$ cat src/rtl/pool_pkg.sv
// Shared constants for the pooled-output buffer: map geometry, pixel and position widths.
package pool_pkg;
  localparam int PIX_W    = 16;
  localparam int MAP_M    = 26;
  localparam int POOL_P   = 2;
  localparam int POOL_DIM = MAP_M / POOL_P;
  localparam int POS_W    = 4;
endpackage

$ cat src/rtl/pool_fifo.sv
// Synchronous FIFO; head entry is presented combinationally while not empty.
module pool_fifo #(
  parameter int W     = 24,
  parameter int DEPTH = 16,
  parameter int AW    = $clog2(DEPTH)
) (
  input  logic          clk,
  input  logic          rst,
  input  logic          wr_en,
  input  logic [W-1:0]  wr_data,
  input  logic          rd_en,
  output logic [W-1:0]  rd_data,
  output logic          full,
  output logic          empty,
  output logic [AW:0]   level
);
  logic [W-1:0]  mem [DEPTH];
  logic [AW-1:0] wr_ptr, rd_ptr;
  logic          wr_ok, rd_ok;

  assign full    = (level == (AW+1)'(DEPTH));
  assign empty   = (level == '0);
  // full/empty come from pre-edge occupancy, so a same-cycle read never admits a write
  assign wr_ok   = wr_en && !full;
  assign rd_ok   = rd_en && !empty;
  assign rd_data = mem[rd_ptr];

  always_ff @(posedge clk) begin
    if (wr_ok) mem[wr_ptr] <= wr_data;
  end

  always_ff @(posedge clk) begin
    if (rst) begin
      wr_ptr <= '0;
      rd_ptr <= '0;
      level  <= '0;
    end else begin
      if (wr_ok) wr_ptr <= wr_ptr + 1'b1;
      if (rd_ok) rd_ptr <= rd_ptr + 1'b1;
      case ({wr_ok, rd_ok})
        2'b10:   level <= level + 1'b1;
        2'b01:   level <= level - 1'b1;
        default: level <= level;
      endcase
    end
  end
endmodule

$ cat src/rtl/pool_out_buffer.sv
// Tags pooled pixels with their map position, queues them, and tracks overflow and frames.
module pool_out_buffer
  import pool_pkg::*;
#(
  parameter int N     = PIX_W,
  parameter int M     = MAP_M,
  parameter int P     = POOL_P,
  parameter int DEPTH = 16
) (
  input  logic                     clk,
  input  logic                     master_rst,
  input  logic                     in_valid,
  input  logic [N-1:0]             in_data,
  input  logic                     clr_ovf,
  input  logic                     out_ready,
  output logic                     out_valid,
  output logic [N-1:0]             out_data,
  output logic [POS_W-1:0]         out_row,
  output logic [POS_W-1:0]         out_col,
  output logic                     out_last,
  output logic                     frame_done,
  output logic                     full,
  output logic                     empty,
  output logic [$clog2(DEPTH):0]   level,
  output logic                     overflow,
  output logic [7:0]               frame_count
);
  localparam int EW = N + 2*POS_W;
  localparam logic [POS_W-1:0] LAST = POS_W'(M/P - 1);

  logic [POS_W-1:0] wr_row, wr_col;
  logic [EW-1:0]    head;
  logic             xfer;

  pool_fifo #(.W(EW), .DEPTH(DEPTH)) u_fifo (
    .clk     (clk),
    .rst     (master_rst),
    .wr_en   (in_valid),
    .wr_data ({wr_row, wr_col, in_data}),
    .rd_en   (out_ready),
    .rd_data (head),
    .full    (full),
    .empty   (empty),
    .level   (level)
  );

  assign out_valid = !empty;
  assign {out_row, out_col, out_data} = head;
  assign out_last  = out_valid && (out_row == LAST) && (out_col == LAST);
  assign xfer      = out_valid && out_ready;

  // positions advance even on dropped words so later frames stay aligned
  always_ff @(posedge clk) begin
    if (master_rst) begin
      wr_row <= '0;
      wr_col <= '0;
    end else if (in_valid) begin
      if (wr_col == LAST) begin
        wr_col <= '0;
        wr_row <= (wr_row == LAST) ? '0 : wr_row + 1'b1;
      end else begin
        wr_col <= wr_col + 1'b1;
      end
    end
  end

  always_ff @(posedge clk) begin
    if (master_rst) begin
      overflow    <= 1'b0;
      frame_done  <= 1'b0;
      frame_count <= '0;
    end else begin
      if (in_valid && full) overflow <= 1'b1;
      else if (clr_ovf)     overflow <= 1'b0;
      frame_done <= xfer && out_last;
      if (xfer && out_last) frame_count <= frame_count + 8'd1;
    end
  end
endmodule

$ cat config.mk
export PLATFORM = sky130hd
export DESIGN_NAME = pool_out_buffer
export DESIGN_NICKNAME = d
export VERILOG_FILES = /design/src/rtl/pool_pkg.sv /design/src/rtl/pool_fifo.sv /design/src/rtl/pool_out_buffer.sv
export SDC_FILE = /design/constraint.sdc
export NUM_CORES = 1
export LEC_CHECK = 0
export ABC_CLOCK_PERIOD_IN_PS = 4100
export BUFFER_PORTS_ARGS = -buffer_cell sky130_fd_sc_hd__buf_2
export CAP_MARGIN = 20
export CELL_PAD_IN_SITES_DETAIL_PLACEMENT = 1
export CELL_PAD_IN_SITES_GLOBAL_PLACEMENT = 2
export CORE_MARGIN = 2
export CORE_UTILIZATION = 46
export CTS_CLUSTER_DIAMETER = 120
export DETAILED_ROUTE_END_ITERATION = 7
export PLACE_DENSITY = 0.8
export REMOVE_ABC_BUFFERS = 1
export SETUP_SLACK_MARGIN = 0.2
export SYNTH_ARGS = -nofsm -noshare
export SYNTH_HDL_FRONTEND = slang
export SYNTH_SLANG_ARGS = --single-unit
$ cat constraint.sdc
create_clock -name clk -period 4.1 [get_ports clk]
set_input_delay 0.205 -clock clk [delete_from_list [all_inputs] [get_ports clk]]
set_output_delay 0.205 -clock clk [all_outputs]
set_load 0.01 [all_outputs]
# == After elaboration in Yosys (flattened, before gate mapping) ==
# Memories as Yosys holds them, arrays and structs flattened. A register that Yosys moved wholly into a read port is not among the register bits.
# Index checks and enable logic that the tools add are counted.
# word_totals
ff_bits,31
wordCells,44
input_bits,21
output_inout_bits,43
mem_bits_rw,384
memories,1
# memory_table
name,depth,width,rd,rd_ports_with_merged_regs,write_ports,line,source
u_fifo.mem,16,24,1,1,1,pool_fifo.sv:17,logic [W-1:0] mem [DEPTH];
# classes
n_reduce_logical,12
addsub,7
eq_ne,7
mux,9
# ops
op,count
"adder 4 x 1 -> 4 bit, second input constant",4
"== test 4 bit, second input constant",4
two-way mux 4 bit,4
case mux 5 bit (2 select lines),1
"adder 8 x 1 -> 8 bit, second input constant",1
logical AND 1 bit,6
"adder 5 x 1 -> 5 bit, second input constant",1
"== test 5 bit, second input constant",1
logical NOT 5 bit,1
"subtractor 5 x 1 -> 5 bit, second input constant",1
two-way mux 1 bit,4
nonzero test 2 bit,2
"== test 2 x 1 -> 1 bit, second input constant",1
"== test 2 bit, second input constant",1
logical NOT 1 bit,2
AND reduction 2 bit,1

# == Logic depth before layout (Yosys ltp) ==
# logic_depth
depth_word,5
mapped_depth,16
ltp_nobuf,13

# == By module ==
# A second synthesis with hierarchy kept.
# hier_totals
cells_unflattened,762
hier_area_um2,16338.2
# modules_own_cells
module,n_inst,seq_area_each_um2,cells_per_inst,area_each_um2
pool_fifo,1,11871.4,660,15444.8
pool_out_buffer,1,360.3,102,893.4

# == Worst setup path before layout ==
# No wires, ideal clock.
# synth_path
path_kind,register to register
startpoint,reg u_fifo.level[1]
endpoint,mem u_fifo.mem[3][0] (enable)
setup_slack_ns,0.658
period_less_slack_ns,3.442
arrival_ns,3.007
path_stages_with_launch,8
n_path_buf,2
setup_ns,0.435
cell_sequence,dfxtp_1 clkbuf_1 nor4_1 nand2_1 and2_1 clkbuf_1 nand2_1 nor3_1
# synth_between
elab_chain_cells,5
# synth_rtl
item,line,source
from (decl),pool_fifo.sv:15,output logic [AW:0] level
from (signal assigned),pool_fifo.sv:41,2'b10: level <= level + 1'b1;
from (signal assigned),pool_fifo.sv:42,2'b01: level <= level - 1'b1;
from (signal assigned),pool_fifo.sv:43,default: level <= level;
== test 5 bit,pool_fifo.sv:21,assign full = (level == (AW+1)'(DEPTH));
logical NOT 1 bit,pool_fifo.sv:24,assign wr_ok = wr_en && !full;
logical AND 1 bit,pool_fifo.sv:24,
two-way mux 1 bit,pool_fifo.sv:29,if (wr_ok) mem[wr_ptr] <= wr_data;
two-way mux 1 bit (implied by the code),pool_fifo.sv:29,
to (decl),pool_fifo.sv:17,
# No other way between the ends.

==> out/results.ini <==
[run_status]
status=completed

[clock_tree]
cts_resized=0
cts_buffers=45
insertion_delay_ns=0.55
cts_setup_buffers=0
clk_pin_slew_worst_paths_ns=0.06
h-tree-depth=2
root_buffer=clkbuf_16
cts_buffer_depth=3
cts_tree=yes
cts-hold-fix-buffers=1
clkSinkCount=419

[critical_path]
cp.arrival_ns=3.41
max_stage_delay_ns=0.62
cp_num_buf_inv=3
crit_chain=buf_12 > mux2i_1 > a221oi_2 > o21bai_1 > a211oi_1 > or4b_4 > inv_2 > buf_2
criticalPathCategory=register to primary output
end_kind=primary output
cp_top_family=compound AO/OA/AOI/OAI gates
cp.required_ns=3.89
cp_slowest_cell=or4b_4
worstPathMaxFanout=55
rr_worst_depth=8
critPathLaunchType=register
rrSetupSlack_ns=0.73
rr_endpoint=frame_count[5]

[grt]
grt_use_total=0.205
grt_pass1_wl_mm=54.8
antenna_found_initial=0
grt_pass1_vias=8660
grt_max_degree=56
overflow=0

[die]
die_h_um=192
core_sq_um=34700
initial_core_util=0.470
die_x_um=192
fp-row-count=68
dieArea_sq_um=37000
io_pins=64

[drt]
drc=0
dr.pass1.iters=5
vias=8014
drtIter0Drc=650
vias_per_cell=5.85
post_drt_wl_per_cell_um=26.6
postRouteAntennaNets=0
wl_mm=36.4

[timing]
worstMarginPinSlew_ns=1.07
fmax_ghz=0.277
slew_viol_final=0
report.final.hold_viol_count=0
finalSetupViolCount=0
finClkSkew_ns=0.0164
worst_hold_slack_ns=0.0258
fin_ws_ns=0.488
fin_crit_ns=3.61
rsz0062_at_grt=false
slew_headroom=0.287
post-route-period-util=0.881

[logic_synthesis]
synth_top_area_frac=0.706
ys_warn_count=0
ys_seq_elements=419
synth.largest_area_cell=edfxtp_1
synth.yosys.seq_area_share=0.749
synth-edff-count=384
ys.flop_type=edfxtp_1
synth_area_sq_um=16300
syn_area_per_cell_sq_um=20.7
synthTopCellsByArea=edfxtp_1, mux4_2, dfxtp_1, mux4_1, ha_1
synth_async_sr_flop_share=0
synth_cell_types=53
syn_inst=788

[run]
max_cap_violations=0

[layout]
fin_nets=919
antennaDiodeCount=0
areaGrowthSynthToFinish_pct=14.2
layout-drive-gt1-share=0.296
nFillCells=3061

[power]
p_per_area_nw_per_um2=541
irDropWorstVdd_mv=0.311
leakagePower_nw=5.85

[worst_hold_path]
hold_path_depth=1
holdPathEnd=u_fifo.mem[11][5]
hp-start=in_data[5]
holdCritPathClass=input port to register

[placement]
io_buffers=63
routabilityCongestion=0.731
place_ws_ns=0.659
dpl.hpwl_mm=21.4

[synthesized netlist by cell type, drive strengths merged (2+ instances only)]
| cell type | number |
|---|---|
| xor2 | 10 |
| dfxtp | 35 |
| edfxtp | 384 |
| nand3 | 16 |
| o31ai | 4 |
| ha | 14 |
| nor2 | 34 |
| mux4 | 109 |
| a21oi | 23 |
| or3 | 3 |
| a22oi | 6 |
| nand2 | 25 |
| mux2i | 10 |
| mux2 | 2 |
| nand4 | 3 |
| nand2b | 4 |
| and2 | 3 |
| xnor2 | 3 |
| inv | 12 |
| or4 | 5 |
| o21ai | 8 |
| buf | 20 |
| nor4 | 2 |
| nor3 | 8 |
| a221oi | 4 |
| nor2b | 6 |
| clkbuf | 20 |
[sequential cells by signal, summed over array words and instances, names as in the netlist, named ones only]
signal         cells
u_fifo.level       5
u_fifo.rd_ptr      4
frame_count        8
u_fifo.mem       384
u_fifo.wr_ptr      4
overflow           1
frame_done         1
wr_row             4
wr_col             4
[through the flow]
step	util	instances	TNS [ns]	power, mW	cell area, sq um
2_1_floorplan	-	748	-52.99	6.08	16100
3_3_place_gp	0.499	1291	0	6.52	17300
3_5_place_dp	0.499	1291	0	6.56	17300
4_1_cts	0.537	1370	0	10.2	18600
5_1_grt	0.537	1370	0	10.5	18600
6_report	0.537	1370	0	10.1	18600
[cell usage in the layout, fill, tap and decap left out, drive strengths merged, types with 14 or more instances in the layout]
master,Yosys,layout
a21oi,23,23
nor2,34,34
nand2,25,25
nand3,16,16
clkbuf,20,56
ha,14,14
mux4,109,109
buf,20,88
dfxtp,35,35
inv,12,14
clkinv,1,20
edfxtp,384,384
[final cells by class]
type                            instances  area, sq um  area share
Sequential cell                       419        12200       0.657
Clock buffer                           56         1170      0.0626
Inverter                               13         48.8     0.00262
Multi-Input combinational cell        316         3930       0.211
Clock inverter                         22          140     0.00752
Tap cell                              455          569      0.0305
Timing Repair Buffer                   89          551      0.0295
[per-layer routing]
metal  global-route usage  share of wire  vias to the layer above
li1                     -              -                     3438
met1                0.280           0.43                     4303
met2                0.345           0.51                      230
met3               0.0331          0.050                       43
met4               0.0552          0.018                        0
met5                    0              0                        -
[worst reg2reg max path: cells and delay by family (launching register included)]
| family | cells | cell delay (ns) |
|---|---|---|
| buffers and inverters | 1 | 0.42 |
| AO/OA/AOI/OAI | 4 | 0.89 |
| flip-flops | 1 | 0.61 |
| multiplexers | 1 | 0.22 |
| AND/OR/NAND/NOR | 2 | 1.14 |
[cells by family (layout without fill, tap and decap cells)]
family | Yosys count | count (layout) | synth area share
and+or+nand+nor | 115 | 115 | 0.0355
adders and majority gates | 14 | 14 | 0.0107
xor gates and xnor gates | 13 | 13 | 0.00698
DFF | 419 | 419 | 0.749
AOI/OAI and AO/OA | 53 | 53 | 0.0212
muxes | 121 | 121 | 0.160
buffers and inverters | 53 | 180 | 0.0164
[worst max-delay path by stage]
stage / endpoint / slack [ns] / cells after the start
after global placement: u_fifo.level[4] / 0.78 / 14
after CTS: out_last / 0.37 / 8
after detailed placement: frame_count[7] / 0.66 / 8
after floorplan: frame_count[7] / -2.45 / 7
final: out_last / 0.49 / 8
after global routing: out_last / 0.24 / 8
[where the power goes]
| group | switching [mW] | internal (mW) | leakage [nW] |
|---|---|---|---|
| registers | 0.140 | 4.79 | 3.68 |
| clock network | 1.58 | 2.08 | 0.640 |
| logic | 0.787 | 0.721 | 1.54 |
| total | 2.51 | 7.59 | 5.85 |
Power figures use the tool's default switching activity.
